File: config.mk
export PLATFORM = sky130hd
export DESIGN_NAME = run_ctrl
export DESIGN_NICKNAME = d
export VERILOG_FILES = /design/src/rtl/run_ctrl_pkg.sv /design/src/rtl/run_ctrl.sv
export SDC_FILE = /design/constraint.sdc
export NUM_CORES = 1
export LEC_CHECK = 0
export CORE_ASPECT_RATIO = 1.75
export CORE_MARGIN = 3
export CORE_UTILIZATION = 37
export CTS_CLUSTER_SIZE = 14
export DETAILED_ROUTE_END_ITERATION = 10
export GPL_TIMING_DRIVEN = 0
export HOLD_SLACK_MARGIN = 0.06
export PLACE_DENSITY = 0.8
export SYNTH_ARGS = -nofsm -noshare
export SYNTH_HDL_FRONTEND = slang
export SYNTH_SLANG_ARGS = --single-unit
File: constraint.sdc
create_clock -name i_clk -period 2.15 [get_ports i_clk]
set_input_delay 0.3225 -clock i_clk [delete_from_list [all_inputs] [get_ports i_clk]]
set_output_delay 0.3225 -clock i_clk [all_outputs]
set_load 0.1 [all_outputs]
File: src/rtl/run_ctrl_pkg.sv
// Shared types and encodings for the run/halt/step controller.
// Encodings are fixed so top-level debug wiring can decode o_state / o_halt_cause.
package run_ctrl_pkg;

    localparam logic [1:0] STATE_INIT_ENC = 2'b00;
    localparam logic [1:0] STATE_RUN_ENC  = 2'b01;
    localparam logic [1:0] STATE_HALT_ENC = 2'b10;
    localparam logic [1:0] STATE_STEP_ENC = 2'b11;

    localparam logic [1:0] CMD_NOP_ENC  = 2'b00;
    localparam logic [1:0] CMD_RUN_ENC  = 2'b01;
    localparam logic [1:0] CMD_HALT_ENC = 2'b10;
    localparam logic [1:0] CMD_STEP_ENC = 2'b11;

    localparam logic [1:0] CAUSE_NONE_ENC = 2'b00;
    localparam logic [1:0] CAUSE_CMD_ENC  = 2'b01;
    localparam logic [1:0] CAUSE_BKPT_ENC = 2'b10;
    localparam logic [1:0] CAUSE_STEP_ENC = 2'b11;

    typedef enum logic [1:0] {
        ST_INIT = STATE_INIT_ENC,
        ST_RUN  = STATE_RUN_ENC,
        ST_HALT = STATE_HALT_ENC,
        ST_STEP = STATE_STEP_ENC
    } state_e;

    typedef enum logic [1:0] {
        CMD_NOP  = CMD_NOP_ENC,
        CMD_RUN  = CMD_RUN_ENC,
        CMD_HALT = CMD_HALT_ENC,
        CMD_STEP = CMD_STEP_ENC
    } cmd_e;

    typedef enum logic [1:0] {
        CAUSE_NONE = CAUSE_NONE_ENC,
        CAUSE_CMD  = CAUSE_CMD_ENC,
        CAUSE_BKPT = CAUSE_BKPT_ENC,
        CAUSE_STEP = CAUSE_STEP_ENC
    } cause_e;

endpackage

File: src/rtl/run_ctrl.sv
// Run/halt/step controller gating PC update and architectural commits of the core.
// Optional PC breakpoint (comparator, skip flag, cause BKPT) enabled by RUN_CTRL_BKPT_EN.
module run_ctrl
    import run_ctrl_pkg::*;
#(
    parameter int unsigned INSN_CNT_W = 32,
    parameter int unsigned RST_HOLD   = 4,
    parameter bit          BOOT_HALT  = 1'b0
) (
    input  logic                  i_clk,
    input  logic                  i_reset,
    input  logic                  i_cmd_vld,
    input  logic [1:0]            i_cmd,
    output logic                  o_cmd_rdy,
    input  logic [31:0]           i_pc,
    input  logic                  i_insn_vld,
    input  logic                  i_bkpt_en,
    input  logic [31:0]           i_bkpt_addr,
    output logic                  o_pc_en,
    output logic                  o_commit_en,
    output logic [1:0]            o_state,
    output logic                  o_halted,
    output logic [1:0]            o_halt_cause,
    output logic [INSN_CNT_W-1:0] o_insn_cnt
);

    localparam int unsigned     HOLD_W    = (RST_HOLD > 1) ? $clog2(RST_HOLD) : 1;
    localparam logic [HOLD_W-1:0] HOLD_LAST = HOLD_W'(RST_HOLD - 1);

    state_e                  state_q, state_d;
    cause_e                  cause_q, cause_d;
    logic [HOLD_W-1:0]       hold_q, hold_d;
    logic [INSN_CNT_W-1:0]   cnt_q;
    cmd_e                    cmd;
    logic                    cmd_acc;
    logic                    bkpt_match;
    logic                    run_en;
    logic                    cmd_rdy;

    assign cmd     = cmd_e'(i_cmd);
    assign cmd_acc = i_cmd_vld && cmd_rdy;

`ifdef RUN_CTRL_BKPT_EN
    logic skip_q, skip_d;

    // skip masks the breakpoint for the first RUN cycle after a resume only
    always_comb begin
        skip_d = skip_q;
        if (state_q == ST_RUN) begin
            skip_d = 1'b0;
        end else if (state_q == ST_HALT && cmd_acc && cmd == CMD_RUN) begin
            skip_d = 1'b1;
        end
    end

    always_ff @(posedge i_clk or posedge i_reset) begin
        if (i_reset) begin
            skip_q <= 1'b0;
        end else begin
            skip_q <= skip_d;
        end
    end

    assign bkpt_match = i_bkpt_en && (i_pc == i_bkpt_addr) && (state_q == ST_RUN) && !skip_q;
`else
    logic unused_bkpt;
    assign unused_bkpt = ^{i_bkpt_en, i_bkpt_addr};
    assign bkpt_match  = 1'b0;
`endif

    always_ff @(posedge i_clk or posedge i_reset) begin
        if (i_reset) begin
            state_q <= ST_INIT;
            cause_q <= CAUSE_NONE;
            hold_q  <= '0;
        end else begin
            state_q <= state_d;
            cause_q <= cause_d;
            hold_q  <= hold_d;
        end
    end

    always_comb begin
        state_d = state_q;
        cause_d = cause_q;
        hold_d  = hold_q;
        unique case (state_q)
            ST_INIT: begin
                if (hold_q == HOLD_LAST) begin
                    state_d = BOOT_HALT ? ST_HALT : ST_RUN;
                end else begin
                    hold_d = hold_q + HOLD_W'(1);
                end
            end
            ST_RUN: begin
                // breakpoint takes priority over a same-cycle HALT command
                if (bkpt_match) begin
                    state_d = ST_HALT;
                    cause_d = CAUSE_BKPT;
                end else if (cmd_acc && cmd == CMD_HALT) begin
                    state_d = ST_HALT;
                    cause_d = CAUSE_CMD;
                end
            end
            ST_HALT: begin
                if (cmd_acc && cmd == CMD_RUN) begin
                    state_d = ST_RUN;
                end else if (cmd_acc && cmd == CMD_STEP) begin
                    state_d = ST_STEP;
                end
            end
            ST_STEP: begin
                state_d = ST_HALT;
                cause_d = CAUSE_STEP;
            end
            default: state_d = ST_INIT;
        endcase
    end

    // enables are combinational so suppression lands in the same single-cycle instruction
    always_comb begin
        run_en  = 1'b0;
        cmd_rdy = 1'b0;
        unique case (state_q)
            ST_RUN: begin
                run_en  = !bkpt_match;
                cmd_rdy = 1'b1;
            end
            ST_HALT: cmd_rdy = 1'b1;
            ST_STEP: run_en  = 1'b1;
            default: begin
                run_en  = 1'b0;
                cmd_rdy = 1'b0;
            end
        endcase
    end

    always_ff @(posedge i_clk or posedge i_reset) begin
        if (i_reset) begin
            cnt_q <= '0;
        end else if (run_en && i_insn_vld) begin
            cnt_q <= cnt_q + INSN_CNT_W'(1);
        end
    end

    assign o_pc_en      = run_en;
    assign o_commit_en  = run_en;
    assign o_cmd_rdy    = cmd_rdy;
    assign o_state      = state_q;
    assign o_halted     = (state_q == ST_HALT);
    assign o_halt_cause = cause_q;
    assign o_insn_cnt   = cnt_q;

endmodule

==> results of run 1 <==
-- critical path, cell delays in order (launching register included) --
cell,delay (ns)
dfrtp_4,0.49
inv_1,0.15
ha_2,0.23
clkdlybuf4s15_2,0.56
-- registers in the layout (all words and copies together), names as in the netlist --
signal	cells
o_insn_cnt	32
o_halt_cause	2
o_state	2
hold_q	2
-- cell type report --
class	count	area, µm²	share of cell area
multi-input cells	112	843	0.342
repair buffers	46	433	0.176
inverters	4	15.0	0.00609
plain buffers	6	46.3	0.0188
clock buffers	8	90.1	0.0366
flip-flops and latches	38	971	0.394
well taps	52	65.1	0.0264
-- report_power, final --
| group | internal (mW) | total (mW) | switching, mW |
|---|---|---|---|
| registers | 0.833 | 0.942 | 0.109 |
| logic | 0.403 | 1.67 | 1.26 |
| clock network | 0.262 | 0.503 | 0.241 |
| total | 1.50 | 3.11 | 1.61 |
-- logic make-up after synthesis --
group / synth area share
simple gates: 0.208
fa+ha+maj: 0.0411
mux: 0.0178
buf+inv: 0.0336
compound gates: 0.0260
xor+xnor: 0.153
flops: 0.521
-- stage by stage --
step	area (µm²)	hold WS (ns)	setup TNS (ns)	util	total power, mW
2_1_floorplan	1860	0.453	-0.0244	-	2.34
5_1_grt	2460	0.487	-0.0580	0.523	3.26
4_1_cts	2440	0.475	0	0.518	3.14
3_3_place_gp	2380	0.445	-1.47	0.506	2.67
3_5_place_dp	2380	0.454	-1.13	0.506	2.69
6_report	2460	0.459	0	0.523	3.11
-- routing by layer --
layer / up-vias / track usage
met3: 6 / 0.0301
met5: - / 0
li1: 662 / -
met4: 0 / 0.0576
met1: 660 / 0.179
met2: 46 / 0.240
-- worst paths after layout --
check	startpoint	slack, ns	end
min in group asynchronous	i_reset	0.49	o_halt_cause[0]
worst min-delay path	o_halt_cause[0]	0.46	o_halt_cause[0]
worst max-delay path	o_state[0]	0.11	o_halted
worst min register to register	o_halt_cause[0]	0.46	o_halt_cause[0]
worst max register to register	o_state[1]	0.16	o_insn_cnt[25]
max in group asynchronous	i_reset	1.06	o_state[0]
-- layout by cell type, fill, tap and decap left out, types with 2 or more instances in the layout --
cell type,Yosys,layout
clkdlybuf4s50_1,0,5
dfrtp_4,0,2
dfrtp_1,38,26
clkdlybuf4s15_2,0,2
buf_4,4,7
xor2_1,5,5
a21oi_1,2,2
mux2_2,2,2
and3_1,5,5
nor2_1,5,5
ha_1,6,3
xnor2_1,27,27
and2_1,3,3
clkbuf_1,0,2
nand4_1,15,15
inv_1,4,3
clkbuf_8,0,6
and4_1,4,4
nand3_1,8,8
nor3_1,3,3
ha_2,0,2
dlygate4sd2_1,0,30
dlymetal6s2s_1,0,6
dfrtp_2,0,10
nand2_1,13,13
-- timing repair --
action / CTS / global route
resized for setup: 49 / 7
setup endpoints to repair: 41 / 21
buffers inserted: 0 / 1
gates cloned: 0 / 0
pin swaps: 0 / 1
==> impl_metrics.ini, run 1 <==
[grt]
grt_usage = 0.145
grt_antenna_before_repair = 0
grt-ovfl-total = 0
grt_start_max_net_pins = 39
grt_pass1_wl_um = 6620
first_global_vias = 1402

[logic_synthesis]
synth.ff_latch_count = 38
synth_edf_count = 0
netlist.area_leader.share = 0.521
synthTopCellsByArea = dfrtp_1 52%, xnor2_1 13%, nand4_1 5.1%
ys_warn_count = 0
async_flop_share = 1.00
avgSynthCellArea_um2 = 11.4
synth.distinct_cells = 31
synth_top_flop_cell = dfrtp_1
synth_largest_area_cell = dfrtp_1
synthTopCellsByCount = 38 x dfrtp_1, 27 x xnor2_1, 15 x nand4_1, 13 x nand2_1, 8 x nand3_1
synth_nets = 237
ys_seq_area_frac = 0.521
synth.most_common_cell = dfrtp_1
syn_area_um2 = 1830
netlist_instances = 160

[drt]
dr_total_vias = 1374
viasPerCell = 5.17
ant_nets = 0
dr.pass1.iters = 4
avgRoutedWirePerCell_um = 14.5
dr.first_iter.drc_count = 35
route.met3.wl_um = 188
wl_met1_um = 1640
remaining_drc_errors = 0
topRoutingLayerUsed = met4
routed_wl_um = 3860
wl_met2_um = 1970

[place]
dpl.hpwl_um = 2820
dp_cells = 257
io_buffers = 45
place_congestion = 0.747
pre_cts_ws_ns = -0.497

[power]
vdd_drop_max_uv = 1650
leakagePower_nw = 1.26
p_per_area_nw_per_um2 = 1260

[layout]
diodes = 0
layout-drive-gt1-share = 0.192
final_cells = 266
nFillCells = 448
layout.nets = 290
area_delta_synth_final_pct = 34.9

[cts]
worstSkewPairLatency_ns = 0.29
clk_pin_slew_ns = 0.07
cts_buffers = 5
cts_sinks = 38
clk_path_buf_depth = 2
ctsHoldBuffers = 0
cts_tree = built
cts_root_buffer = clkbuf_8
cts_max_level = 2

[timing]
clock_skew_ns = 0.00605
setup_viol = 0
min_period_ns = 2.04
finalHoldViolations = 0
relSlewSlack = 0.351
fin_ws_ns = 0.107
drv_slew = 0
max_freq_mhz = 489
tightest_slew_ns = 0.977
finalCritPeriodShare = 0.950

[worst_setup_path]
critical_path_required_ns = 1.83
arrival_ns = 1.72
worst-setup-path-type = register to output pin
rr_worst_depth = 7
crit_path_end_kind = output pin
start_kind = register
worst-path-max-fanout = 4

[worst_hold_path]
hold_depth = 1
min_path_type = register to register

[job]
maxCapViolCount = 0

[floorplanning]
row_count = 33
fp.dieH_um = 99.0
fp.dieArea_um2 = 5850
start_util = 0.388
core_um2 = 4710
io_pins = 111
dieWidth_um = 59.1

[status]
status = finished clean
No activity file was read; power rests on OpenSTA's default activity.
==> run 2: changes to the inputs <==
Settings changed: PLACE_DENSITY 0.8 to 0.77.
==> run 2 against run 1 <==
Compared with the run above: worst setup slack got worse by 0.020 ns; largest cell class unchanged; via count rose by 3.8%; critical path type unchanged; sequential share of layout area fell by 0.57 points.
==> impl_metrics.ini, run 2 (synthesized netlist as in run 1, its figures left out) <==
[status]
status = finished clean

[grt]
grt_usage = 0.148
grt_antenna_before_repair = 0
first_global_vias = 1458
grt_start_max_net_pins = 39
grt-ovfl-total = 0
grt_pass1_wl_um = 6760

[cts]
cts_root_buffer = clkbuf_8
clk_pin_slew_ns = 0.08
cts_tree = built
clk_path_buf_depth = 2
worstSkewPairLatency_ns = 0.29
cts_buffers = 5
cts_setup_buffers = 0
cts_sinks = 38
ctsHoldBuffers = 0
cts_max_level = 2

[drt]
dr.pass1.iters = 4
viasPerCell = 5.38
remaining_drc_errors = 0
ant_nets = 0
dr_total_vias = 1426
routed_wl_um = 3870
avgRoutedWirePerCell_um = 14.6
dr.first_iter.drc_count = 28

[timing]
max_freq_mhz = 485
relSlewSlack = 0.346
rsz0062_at_grt = no
clock_skew_ns = 0.00801
setup_viol = 0
fin_tns_setup_ns = 0
hold_ws_ns = 0.463
finalCritPeriodShare = 0.960
min_period_ns = 2.06
finalHoldViolations = 0
drv_slew = 0
tightest_slew_ns = 0.979

[floorplanning]
core_um2 = 4710
dieWidth_um = 59.1
fp.dieArea_um2 = 5850
row_count = 33
io_pins = 111
fp.dieH_um = 99.0
start_util = 0.388

[power]
comb_power_share = 0.501
p_seq_frac = 0.282
leakagePower_nw = 1.26
swShare = 0.490
p_clk_frac = 0.217
p_int_mw = 1.70
vdd_drop_max_uv = 1340
netSwitchingPower_mw = 1.64
p_per_area_nw_per_um2 = 1340

[worst_hold_path]
min_path_type = register to register

[worst_setup_path]
worst-path-max-fanout = 4
worst-setup-path-type = register to output pin
critPathSlowestCell = clkdlybuf4s15_2
start_kind = register
arrival_ns = 1.74
critical_path_required_ns = 1.83
crit_path_end_kind = output pin
cp_top_family = buffers and inverters
crit_chain = inv_1 > ha_2 > clkdlybuf4s15_2
path_buf_inv = 2
slowest_delay_ns = 0.57

[place]
io_buffers = 45
place_congestion = 0.784
dpl.hpwl_um = 2890
dp_cells = 257

[layout]
area_delta_synth_final_pct = 36.8
largest_reg_flops = 32
post-route-util = 0.531
seqCellArea_um2 = 971
layout_commonest_cell = dlygate4sd2_1
layout-drive-gt1-share = 0.197
diodes = 0
mostFrequentLayoutCells = 31 x dlygate4sd2_1, 27 x xnor2_1, 26 x dfrtp_1
nFillCells = 437
final_cells = 265
layout.nets = 289
multi_input_area_um2 = 843

[job]
maxCapViolCount = 0
-- run 2: changes by cell type in the layout (fill, tap and decap cells not counted), sizes merged --
cell and delta:
bufinv +2, clkbuf -3, clkinv +1, dlymetal6s2s -1
dlygate4sd2 +1, buf -1
-- run 2: power by group through the flow --
stage,registers (mW),clock network (mW),logic (mW)
after CTS,0.943,0.742,1.69
after global routing,0.962,0.779,1.75
final,0.943,0.725,1.67
after global placement,0.953,0,1.72
after detailed placement,0.952,0,1.75
after floorplan,1.47,0,0.874
-- run 2: final timing paths --
kind | start | to | slack [ns] | depth (start not counted)
min | o_halt_cause[0] | o_halt_cause[0] | 0.46 | 1
max reg2reg | o_state[1] | o_insn_cnt[27] | 0.18 | 7
max | o_state[0] | o_halted | 0.09 | 3
min reg2reg | o_halt_cause[0] | o_halt_cause[0] | 0.46 | 1
min in group asynchronous | i_reset | o_halt_cause[0] | 0.49 | 2
max in group asynchronous | i_reset | o_state[1] | 1.08 | 2
-- run 2: timing repair --
item	in CTS	in global routing
pin swaps	0	1
setup endpoints to repair	42	21
hold endpoints to repair	0	0
gates cloned	0	0
gates resized for setup	50	6
-- run 2: area by class of cell --
class	instances	share of cell area
buffer	6	0.0185
multi-input combinational	112	0.337
tap	52	0.0260
timing repair buffer	45	0.169
sequential	38	0.388
inverter	4	0.00601
clock inverter	3	0.0275
clock buffer	5	0.0275
-- run 2: metrics by stage --
step                total power, mW  instance area [µm²]  setup WS, ns
floorplan                      2.34                 1860       -0.0244
global placement               2.67                 2380        -0.504
detailed placement             2.70                 2380        -0.512
CTS                            3.37                 2480       0.00145
global route                   3.49                 2500        0.0157
finish                         3.34                 2500        0.0868
-- run 2: metal layers --
| layer | track usage | wire length [µm] | up-vias | share of wire |
|---|---|---|---|---|
| li1 | - | - | 665 | - |
| met1 | 0.173 | 1530 | 698 | 0.40 |
| met2 | 0.249 | 2050 | 55 | 0.53 |
| met3 | 0.0315 | 204 | 8 | 0.053 |
| met4 | 0.0698 | 89 | 0 | 0.023 |
| met5 | 0 | 0 | - | 0 |
-- run 2: worst register-to-register path, cell delays in order (launching register included) --
cell,delay [ns]
dfrtp_4,0.51
inv_1,0.12
ha_2,0.27
o21ai_2,0.13
nor4_4,0.32
buf_4,0.24
nand4_1,0.12
xnor2_1,0.15
